$ cat src/rtl/add_seq_ks_pkg.sv
// rtl/add_seq_ks_pkg.sv - shared types, constants and sizing helper for the nibble-serial adder
package add_seq_pkg;

  typedef enum logic [1:0] {
    IDLE = 2'd0,
    RUN  = 2'd1,
    DONE = 2'd2
  } stateE;

  localparam int NIBBLE_W = 4;

  // Slice index width; never below one bit so a single-nibble build still has an idx register.
  function automatic int idxWidth(input int nibbles);
    int w;
    w = 1;
    while ((1 << w) < nibbles) w++;
    return w;
  endfunction

endpackage

$ cat src/rtl/add_seq_ks_if.sv
// rtl/add_seq_ks_if.sv - operand/result handshake bundle; in_sub only exists with ADD_SEQ_SUB_EN
interface add_seq_ks_if #(
  parameter int NIBBLES = 4
);
  import add_seq_pkg::*;

  localparam int W = NIBBLE_W * NIBBLES;

  logic         in_valid;
  logic         in_ready;
  logic [W-1:0] in_a;
  logic [W-1:0] in_b;
`ifdef ADD_SEQ_SUB_EN
  logic         in_sub;
`endif
  logic         out_valid;
  logic         out_ready;
  logic [W-1:0] out_sum;
  logic         out_co;

  modport master (
    output in_valid,
    input  in_ready,
    output in_a,
    output in_b,
`ifdef ADD_SEQ_SUB_EN
    output in_sub,
`endif
    input  out_valid,
    output out_ready,
    input  out_sum,
    input  out_co
  );

  modport slave (
    input  in_valid,
    output in_ready,
    input  in_a,
    input  in_b,
`ifdef ADD_SEQ_SUB_EN
    input  in_sub,
`endif
    output out_valid,
    input  out_ready,
    output out_sum,
    output out_co
  );

endinterface

$ cat src/rtl/add4_ks.sv
// rtl/add4_ks.sv - 4-bit Kogge-Stone adder, no carry-in
module add4_ks (
  input  logic [3:0] a,
  input  logic [3:0] b,
  output logic [3:0] s,
  output logic       co
);

  logic [3:0] g0, p0, g1, g2;
  logic [3:2] p1;

  assign g0 = a & b;
  assign p0 = a ^ b;

  // Prefix level 1: span 2
  assign g1[0] = g0[0];
  assign g1[1] = g0[1] | (p0[1] & g0[0]);
  assign g1[2] = g0[2] | (p0[2] & g0[1]);
  assign g1[3] = g0[3] | (p0[3] & g0[2]);
  assign p1[2] = p0[2] & p0[1];
  assign p1[3] = p0[3] & p0[2];

  // Prefix level 2: span 4, g2[i] is the carry out of bit i
  assign g2[0] = g1[0];
  assign g2[1] = g1[1];
  assign g2[2] = g1[2] | (p1[2] & g1[0]);
  assign g2[3] = g1[3] | (p1[3] & g1[1]);

  assign s  = p0 ^ {g2[2:0], 1'b0};
  assign co = g2[3];

endmodule

$ cat src/rtl/add_seq_ks_ci.sv
// rtl/add_seq_ks_ci.sv - add4_ci: 4-bit adder with carry-in built from two add4_ks stages
module add4_ci (
  input  logic [3:0] a,
  input  logic [3:0] b,
  input  logic       ci,
  output logic [3:0] s,
  output logic       co
);

  logic [3:0] pS;
  logic [3:0] qS;
  logic       pCo;
  logic       qCo;

  add4_ks uStageP (
    .a  (a),
    .b  (b),
    .s  (pS),
    .co (pCo)
  );

  add4_ks uStageQ (
    .a  (pS),
    .b  ({3'b000, ci}),
    .s  (qS),
    .co (qCo)
  );

  // Adding ci to pS can only carry when pS is all ones, which implies pCo was 0.
  assign s  = qS;
  assign co = pCo | qCo;

endmodule

$ cat src/rtl/add_seq_ks.sv
// rtl/add_seq_ks.sv - nibble-serial wide adder sequencer; ADD_SEQ_SUB_EN adds A-B via in_sub
module add_seq_ks #(
  parameter int NIBBLES = 4
) (
  input logic         clk,
  input logic         rst,
  add_seq_ks_if.slave bus
);
  import add_seq_pkg::*;

  localparam int W     = NIBBLE_W * NIBBLES;
  localparam int IDX_W = idxWidth(NIBBLES);

  localparam logic [1:0] ST_IDLE = IDLE;
  localparam logic [1:0] ST_RUN  = RUN;
  localparam logic [1:0] ST_DONE = DONE;

  localparam logic [IDX_W-1:0] LAST_IDX = IDX_W'(NIBBLES - 1);

  logic [1:0]       state;
  logic [W-1:0]     aReg;
  logic [W-1:0]     bReg;
  logic [W-1:0]     sumReg;
  logic [IDX_W-1:0] idx;
  logic             cy;
  logic             subSel;

  logic [3:0] aSlice;
  logic [3:0] bSlice;
  logic [3:0] bOperand;
  logic [3:0] sliceSum;
  logic       sliceCo;

`ifdef ADD_SEQ_SUB_EN
  logic subReg;

  always_ff @(posedge clk) begin
    if (rst) begin
      subReg <= 1'b0;
    end else if (state == ST_IDLE && bus.in_valid) begin
      subReg <= bus.in_sub;
    end
  end

  assign subSel = subReg;
`else
  assign subSel = 1'b0;
`endif

  assign aSlice   = 4'(aReg >> {idx, 2'b00});
  assign bSlice   = 4'(bReg >> {idx, 2'b00});
  assign bOperand = subSel ? ~bSlice : bSlice;

  add4_ci uSlice (
    .a  (aSlice),
    .b  (bOperand),
    .ci (cy),
    .s  (sliceSum),
    .co (sliceCo)
  );

  always_ff @(posedge clk) begin
    if (rst) begin
      state  <= ST_IDLE;
      aReg   <= '0;
      bReg   <= '0;
      sumReg <= '0;
      idx    <= '0;
      cy     <= 1'b0;
    end else begin
      case (state)
        ST_IDLE: begin
          if (bus.in_valid) begin
            aReg   <= bus.in_a;
            bReg   <= bus.in_b;
            sumReg <= '0;
            idx    <= '0;
`ifdef ADD_SEQ_SUB_EN
            cy     <= bus.in_sub;
`else
            cy     <= 1'b0;
`endif
            state  <= ST_RUN;
          end
        end
        ST_RUN: begin
          for (int i = 0; i < NIBBLES; i++) begin
            if (idx == IDX_W'(i)) begin
              sumReg[NIBBLE_W*i +: NIBBLE_W] <= sliceSum;
            end
          end
          cy <= sliceCo;
          if (idx == LAST_IDX) begin
            state <= ST_DONE;
          end else begin
            idx <= idx + 1'b1;
          end
        end
        ST_DONE: begin
          if (bus.out_ready) begin
            state <= ST_IDLE;
          end
        end
        default: state <= ST_IDLE;
      endcase
    end
  end

  // cy is frozen once in DONE, so it doubles as the result carry-out.
  assign bus.in_ready  = (state == ST_IDLE);
  assign bus.out_valid = (state == ST_DONE);
  assign bus.out_sum   = sumReg;
  assign bus.out_co    = cy;

endmodule

$ cat src/flat_wrapper.sv
// flat-port wrapper written by rule: the top's interface ports become plain ports
module add_seq_ks_flat import add_seq_pkg::*;
#(
  parameter int NIBBLES = 4
)
  (clk, rst, bus_in_valid, bus_in_ready, bus_in_a, bus_in_b, bus_out_valid, bus_out_ready, bus_out_sum, bus_out_co);
  add_seq_ks_if #(.NIBBLES(NIBBLES)) bus_i ();
  input logic clk;
  input logic rst;
  input wire logic [$bits(bus_i.in_valid)-1:0] bus_in_valid;
  output wire logic [$bits(bus_i.in_ready)-1:0] bus_in_ready;
  input wire logic [$bits(bus_i.in_a)-1:0] bus_in_a;
  input wire logic [$bits(bus_i.in_b)-1:0] bus_in_b;
  output wire logic [$bits(bus_i.out_valid)-1:0] bus_out_valid;
  input wire logic [$bits(bus_i.out_ready)-1:0] bus_out_ready;
  output wire logic [$bits(bus_i.out_sum)-1:0] bus_out_sum;
  output wire logic [$bits(bus_i.out_co)-1:0] bus_out_co;
  assign bus_i.in_valid = bus_in_valid;
  assign bus_in_ready = bus_i.in_ready;
  assign bus_i.in_a = bus_in_a;
  assign bus_i.in_b = bus_in_b;
  assign bus_out_valid = bus_i.out_valid;
  assign bus_i.out_ready = bus_out_ready;
  assign bus_out_sum = bus_i.out_sum;
  assign bus_out_co = bus_i.out_co;
  add_seq_ks #(.NIBBLES(NIBBLES)) u_core (.clk(clk), .rst(rst), .bus(bus_i));
endmodule
$ cat config.mk
export PLATFORM = sky130hd
export DESIGN_NAME = add_seq_ks_flat
export DESIGN_NICKNAME = d
export VERILOG_FILES = /design/src/rtl/add_seq_ks_pkg.sv /design/src/rtl/add_seq_ks_if.sv /design/src/rtl/add4_ks.sv /design/src/rtl/add_seq_ks_ci.sv /design/src/rtl/add_seq_ks.sv /design/src/flat_wrapper.sv
export SDC_FILE = /design/constraint.sdc
export NUM_CORES = 1
export LEC_CHECK = 0
export CAP_MARGIN = 20
export CORE_ASPECT_RATIO = 1.4
export CORE_MARGIN = 2
export CORE_UTILIZATION = 45
export DETAILED_ROUTE_END_ITERATION = 10
export GPL_ROUTABILITY_DRIVEN = 0
export PLACE_DENSITY = 0.72
export SYNTH_ARGS = -nofsm -noshare
export SYNTH_HDL_FRONTEND = slang
export SYNTH_SLANG_ARGS = --single-unit
$ cat constraint.sdc
create_clock -name clk -period 3 [get_ports clk]
set_input_delay 0.75 -clock clk [delete_from_list [all_inputs] [get_ports clk]]
set_output_delay 0.75 -clock clk [all_outputs]
set_load 0.02 [all_outputs]
==> metrics.yaml, run 1 <==
portBuffers: 54
fin_total_pwr_mw: 1.480
startpoint: "u_core.idx[0]"
fp.dieH_um: 92.06
syn_avg_cell_area_um2: 8.870
cp.buffers_inverters: 2
rsz0062_at_grt: "false"
clk_pin_slew_ps: 90
drive_above_1_share_pct: 9.119
pin_count: 55
vias: 2055
tightest_slew_ps: 560.1
fmax_mhz: 363.2
synth_most_common_cell: "nand2_1"
final_nets: 375
synth_fa_ha_area_share_pct: 5.823
synth_area_leaders: "dfxtp_1 (43%), nand2_1 (10%), a21oi_1 (7.4%)"
cts_tree: "yes"
skew_ps: 8.571
powerDensity_nw_per_um2: 466.7
grt_antenna_before_repair: 0
rows: 32
synth-compound-area-share_pct: 12.55
drv_cap: 0
viasPerCell: 5.176
hp-class: "reg -> reg"
crit_chain: "mux4_2, ha_1, inv_1, fa_1, inv_1, ha_1, xor3_1, nor2_1, mux2i_1, nor2_1"
synth_xor_xnor_area_share_pct: 1.305
synth_top_family_by_area: "simple AND/OR/NAND/NOR gates"
synth_common_cells: "nand2_1 (68), dfxtp_1 (53), a21oi_1 (37), nor2_1 (23)"
fp.dieW_um: 66.90
synth.mux.area_fraction_pct: 12.05
syn_nets: 328
ys_ff_latch: 53
post_cts_resized: 0
setup_viol: 0
grtUsageTotal_pct: 18.75
min-delay-start: "u_core.bReg[5]"
fin_cells: 397
postSynthCellCount: 281
cts_buffer_depth: 2
critical_path_class: "reg -> reg"
htreeDepth: 2
relSlewSlack_pct: 62.66
wirelength_mm: 5.360
ys.flop_type: "dfxtp_1"
cts.sinks: 53
postRouteAntennaNets: 0
dr.pass1.iters: 4
peakVddDrop_v: 0.0002612
synthSimpleGateAreaFrac_pct: 21.13
fin_crit_ps: 2753
cts_buffers: 5
leakage_nw: 1.194
tns_ps: 0
slew_violations: 0
final.period_utilization_pct: 91.77
synth_top_area_share_pct: 42.57
drt_iter0_drc: 106
worst_ep_arrival_time_ps: 3010
hold_viol: 0
crit_family: "adder cells"
async_reset_ff_share_pct: 0
diodes: 0
start_util_pct: 45.77
status: "finished clean"
postCtsSetupRepairBufs: 0
synth_top_area_cell: "dfxtp_1"
placed_cells: 389
hold_buffers: 0
drc: 0
core_area_um2: 5445
max_stage_delay_ps: 540
synth_edf_count: 0
synth.distinct_cells: 34
ys_seq_area_share_pct: 42.57
area_growth_pct: 27.21
cp.required_ps: 3250
grt_pass1_wl_mm: 8.880
wl_per_cell_um: 13.50
crit_slowest_cell: "mux4_2"
die_area_um2: 6158
grt.overflow.total: 0
hpwl_mm: 4.075
cp-start-kind: "register"
grt_max_degree: 35
grt_pass1_vias: 1911
syn-cell-area_um2: 2492
worst_setup_path_end_kind: "register"
yosysWarnings: 0
critPathMaxFanout: 5
clkLatencyLatePin_ps: 310
worstReg2RegStart: "u_core.idx[0]"
cts_root_buf: "clkbuf_8"
## path summary, 6_finish.rpt
path | end | slack [ps] | cells after the start
worst max register to register | u_core.bus.out_sum[2] | 250 | 10
worst min register to register | u_core.bReg[5] | 460 | 2
worst min-delay path | u_core.bReg[5] | 460 | 2
worst max-delay path | u_core.bus.out_sum[2] | 250 | 10
## worst register-to-register path: stages (launching register included)
cell	delay [ps]
dfxtp_1	480
mux4_2	540
ha_1	230
inv_1	70
fa_1	400
inv_1	90
ha_1	180
xor3_1	220
nor2_1	270
mux2i_1	130
nor2_1	90
## where the power goes
group | switching, mW | internal [mW]
sequential | 0.0270 | 0.739
combinational | 0.131 | 0.134
clock | 0.235 | 0.213
total | 0.393 | 1.09
## flip-flops by register name (all words and copies together), names as in the netlist
signal / cells
u_core.bReg: 16
u_core.bus.out_sum: 16
u_core.idx: 2
u_core.aReg: 16
u_core.bus.out_co: 1
u_core.state: 2
## layout make-up
type / instances / area, um^2
Multi-Input combinational cell: 202 / 1324
Inverter: 8 / 30.03
Clock buffer: 7 / 96.34
Fill cell: 530 / 2275
Sequential cell: 53 / 1061
Timing Repair Buffer: 58 / 565.5
Tap cell: 68 / 85.08
Clock inverter: 1 / 8.758
## cell families (layout without fill, tap and decap cells)
family,Yosys count,after routing
AO/OA/AOI/OAI,52,52
XOR/XNOR,2,2
adder cells (fa/ha/maj),11,11
buffers and inverters,26,74
flip-flops,53,53
multiplexers,20,20
AND/OR/NAND/NOR,117,117
## per-stage QoR
step	cell area (um^2)	setup slack [ps]	util [%]	hold WS, ps
2_1_floorplan	2492	271.4	-	433.1
3_3_place_gp	3065	351.3	56.30	443.8
3_5_place_dp	3065	252.6	56.30	445.8
4_1_cts	3171	230.1	58.23	459.5
5_1_grt	3171	35.15	58.23	490.8
6_report	3171	247.0	58.23	460.2
## per-layer routing
metal	global-route usage, %	up-vias	share of wire [%]	wire length (um)
li1	-	1048	-	-
met2	32.58	53	52	2776
met3	3.804	6	4.4	234
met4	5.102	0	1.3	72
met1	23.08	948	42	2277
met5	0	-	0	0
## cell usage in the layout, fill, tap and decap left out, types with 2 or more instances in the layout
| cell | synthesis | final |
|---|---|---|
| or2_2 | 2 | 2 |
| clkbuf_8 | 0 | 7 |
| nand3b_1 | 5 | 5 |
| buf_4 | 1 | 4 |
| mux4_2 | 8 | 8 |
| a22oi_1 | 2 | 2 |
| a21oi_1 | 37 | 37 |
| nand2_1 | 68 | 68 |
| ha_1 | 10 | 10 |
| o2111ai_1 | 3 | 3 |
| a21oi_2 | 3 | 3 |
| mux2i_1 | 12 | 12 |
| dfxtp_1 | 53 | 53 |
| nor2b_1 | 3 | 3 |
| clkdlybuf4s50_1 | 0 | 53 |
| and2_1 | 2 | 2 |
| o221ai_1 | 3 | 3 |
| nor2_1 | 23 | 23 |
| o21ai_0 | 2 | 2 |
| nand2b_1 | 7 | 7 |
| inv_1 | 8 | 8 |
Note: power is estimated with default switching activity, not from simulation.
==> run 2: changes to the inputs <==
--- a/config.mk
+++ b/config.mk
@@ -6,9 +6,10 @@
 export NUM_CORES = 1
 export LEC_CHECK = 0
 export CAP_MARGIN = 20
-export CORE_ASPECT_RATIO = 1.4
+export CORE_ASPECT_RATIO = 1.75
 export CORE_MARGIN = 2
 export CORE_UTILIZATION = 45
+export CTS_CLUSTER_SIZE = 25
 export DETAILED_ROUTE_END_ITERATION = 10
 export GPL_ROUTABILITY_DRIVEN = 0
 export PLACE_DENSITY = 0.72
==> metrics.yaml, run 2 (synthesized netlist as in run 1, its figures left out) <==
grt_pass1_wl_mm: 9.190
setup_viol: 0
core_area_um2: 5299
fp.dieH_um: 102.5
rows: 35
cts.sinks: 53
clk_pin_slew_ps: 90
hp-class: "reg -> reg"
start_util_pct: 47.04
slew_violations: 0
fmax_mhz: 356.9
regArea_um2: 1061
finish.instance_area_um2: 3174
post_cts_resized: 0
seqPwrFrac_pct: 53.8
tightest_slew_ps: 618.7
grtUsageTotal_pct: 19.67
cp-start-kind: "register"
postRouteAntennaNets: 0
critical_path_class: "reg -> reg"
hpwl_mm: 4.092
intPower_mw: 1.042
critPathMaxFanout: 12
drive_above_1_share_pct: 8.207
grt_max_degree: 52
final.period_utilization_pct: 93.41
pin_count: 55
drv_cap: 0
dr.pass1.iters: 4
wl_per_cell_um: 13.43
final_nets: 375
peakVddDrop_v: 0.0003460
cts_buffers: 5
grt_antenna_before_repair: 0
vias: 2042
worst_setup_path_end_kind: "register"
diodes: 0
cts_root_buf: "clkbuf_8"
drt_iter0_drc: 77
relSlewSlack_pct: 58.76
pwr-share-comb_pct: 18.9
final_common_cell: "nand2_1"
status: "finished clean"
wirelength_mm: 5.414
cts_tree: "yes"
leakage_nw: 1.181
hold_buffers: 0
viasPerCell: 5.067
grt_pass1_vias: 2020
htreeDepth: 2
p_switching_mw: 0.3822
portBuffers: 54
cts_buffer_depth: 2
rsz0062_at_grt: "false"
powerDensity_nw_per_um2: 448.7
drc: 0
fp.dieW_um: 60.26
placed_area_um2: 3090
hold_viol: 0
hold_ws_ps: 462.6
skew_ps: 4.524
clkLatencyLatePin_ps: 300
postCtsSetupRepairBufs: 0
multi_input_comb_area_um2: 1324
fin_crit_ps: 2802
switching_share_pct: 26.83
fillers: 464
die_area_um2: 6173
cp.required_ps: 3200
layout.cells.most_common_list: "nand2_1 (68), clkdlybuf4s50_1 (54), dfxtp_1 (53)"
area_growth_pct: 27.36
grt.overflow.total: 0
power_frac_clock_pct: 27.3
worst_ep_arrival_time_ps: 3010
tns_ps: 0
-- run 2: changes by cell type in the layout (fill, tap and decap cells not counted) --
cell             change
buf_12               +1
buf_2                -1
buf_4                -1
clkbuf_1             +2
clkbuf_8             -2
clkdlybuf4s50_1      +1
clkinvlp_4           +1
inv_6                -1
-- run 2: cell type report --
class,instances,area share [%]
well taps,74,2.917
flip-flops and latches,53,33.43
repair buffers,58,18.37
multi-input cells,202,41.70
inverters,8,0.9460
clock inverters,1,0.2365
clock buffers,7,2.404
-- run 2: critical path: stages, from the launching register on --
cell      delay, ps
dfxtp_1         670
mux4_2          570
ha_1            410
nand3_1         160
a21oi_1         450
o21ai_0         150
a311oi_1        300
-- run 2: worst paths after layout --
check | from | endpoint | slack [ps] | cells after the start
max reg2reg | u_core.idx[1] | u_core.bus.out_co | 200 | 6
max | u_core.idx[1] | u_core.bus.out_co | 200 | 6
min | u_core.bReg[14] | u_core.bReg[14] | 460 | 2
min reg2reg | u_core.bReg[14] | u_core.bReg[14] | 460 | 2
-- run 2: metrics by stage --
stage	power, mW	setup slack (ps)	utilization [%]	cells
6_report	1.424	197.8	59.91	403
5_1_grt	1.492	11.22	59.91	403
4_1_cts	1.441	190.6	59.91	403
3_5_place_dp	1.054	197.8	58.32	395
3_3_place_gp	1.047	320.9	58.32	395
2_1_floorplan	0.9490	271.4	-	281
-- run 2: metal layers --
layer,vias up,part of all wire (%),GRT usage [%],wire (um)
met2,56,55,35.45,2959
li1,1044,-,-,-
met4,0,3.8,9.402,205
met5,-,0,0,0
met1,929,38,21.48,2081
met3,13,3.1,3.291,167
-- run 2: power groups by stage --
| stage | Clock [mW] | Combinational, mW | Sequential (mW) |
|---|---|---|---|
| detailed placement | 0 | 0.272 | 0.783 |
| finish | 0.389 | 0.270 | 0.766 |
| floorplan | 0 | 0.171 | 0.778 |
| CTS | 0.402 | 0.273 | 0.766 |
| global route | 0.420 | 0.301 | 0.771 |
| global placement | 0 | 0.265 | 0.781 |
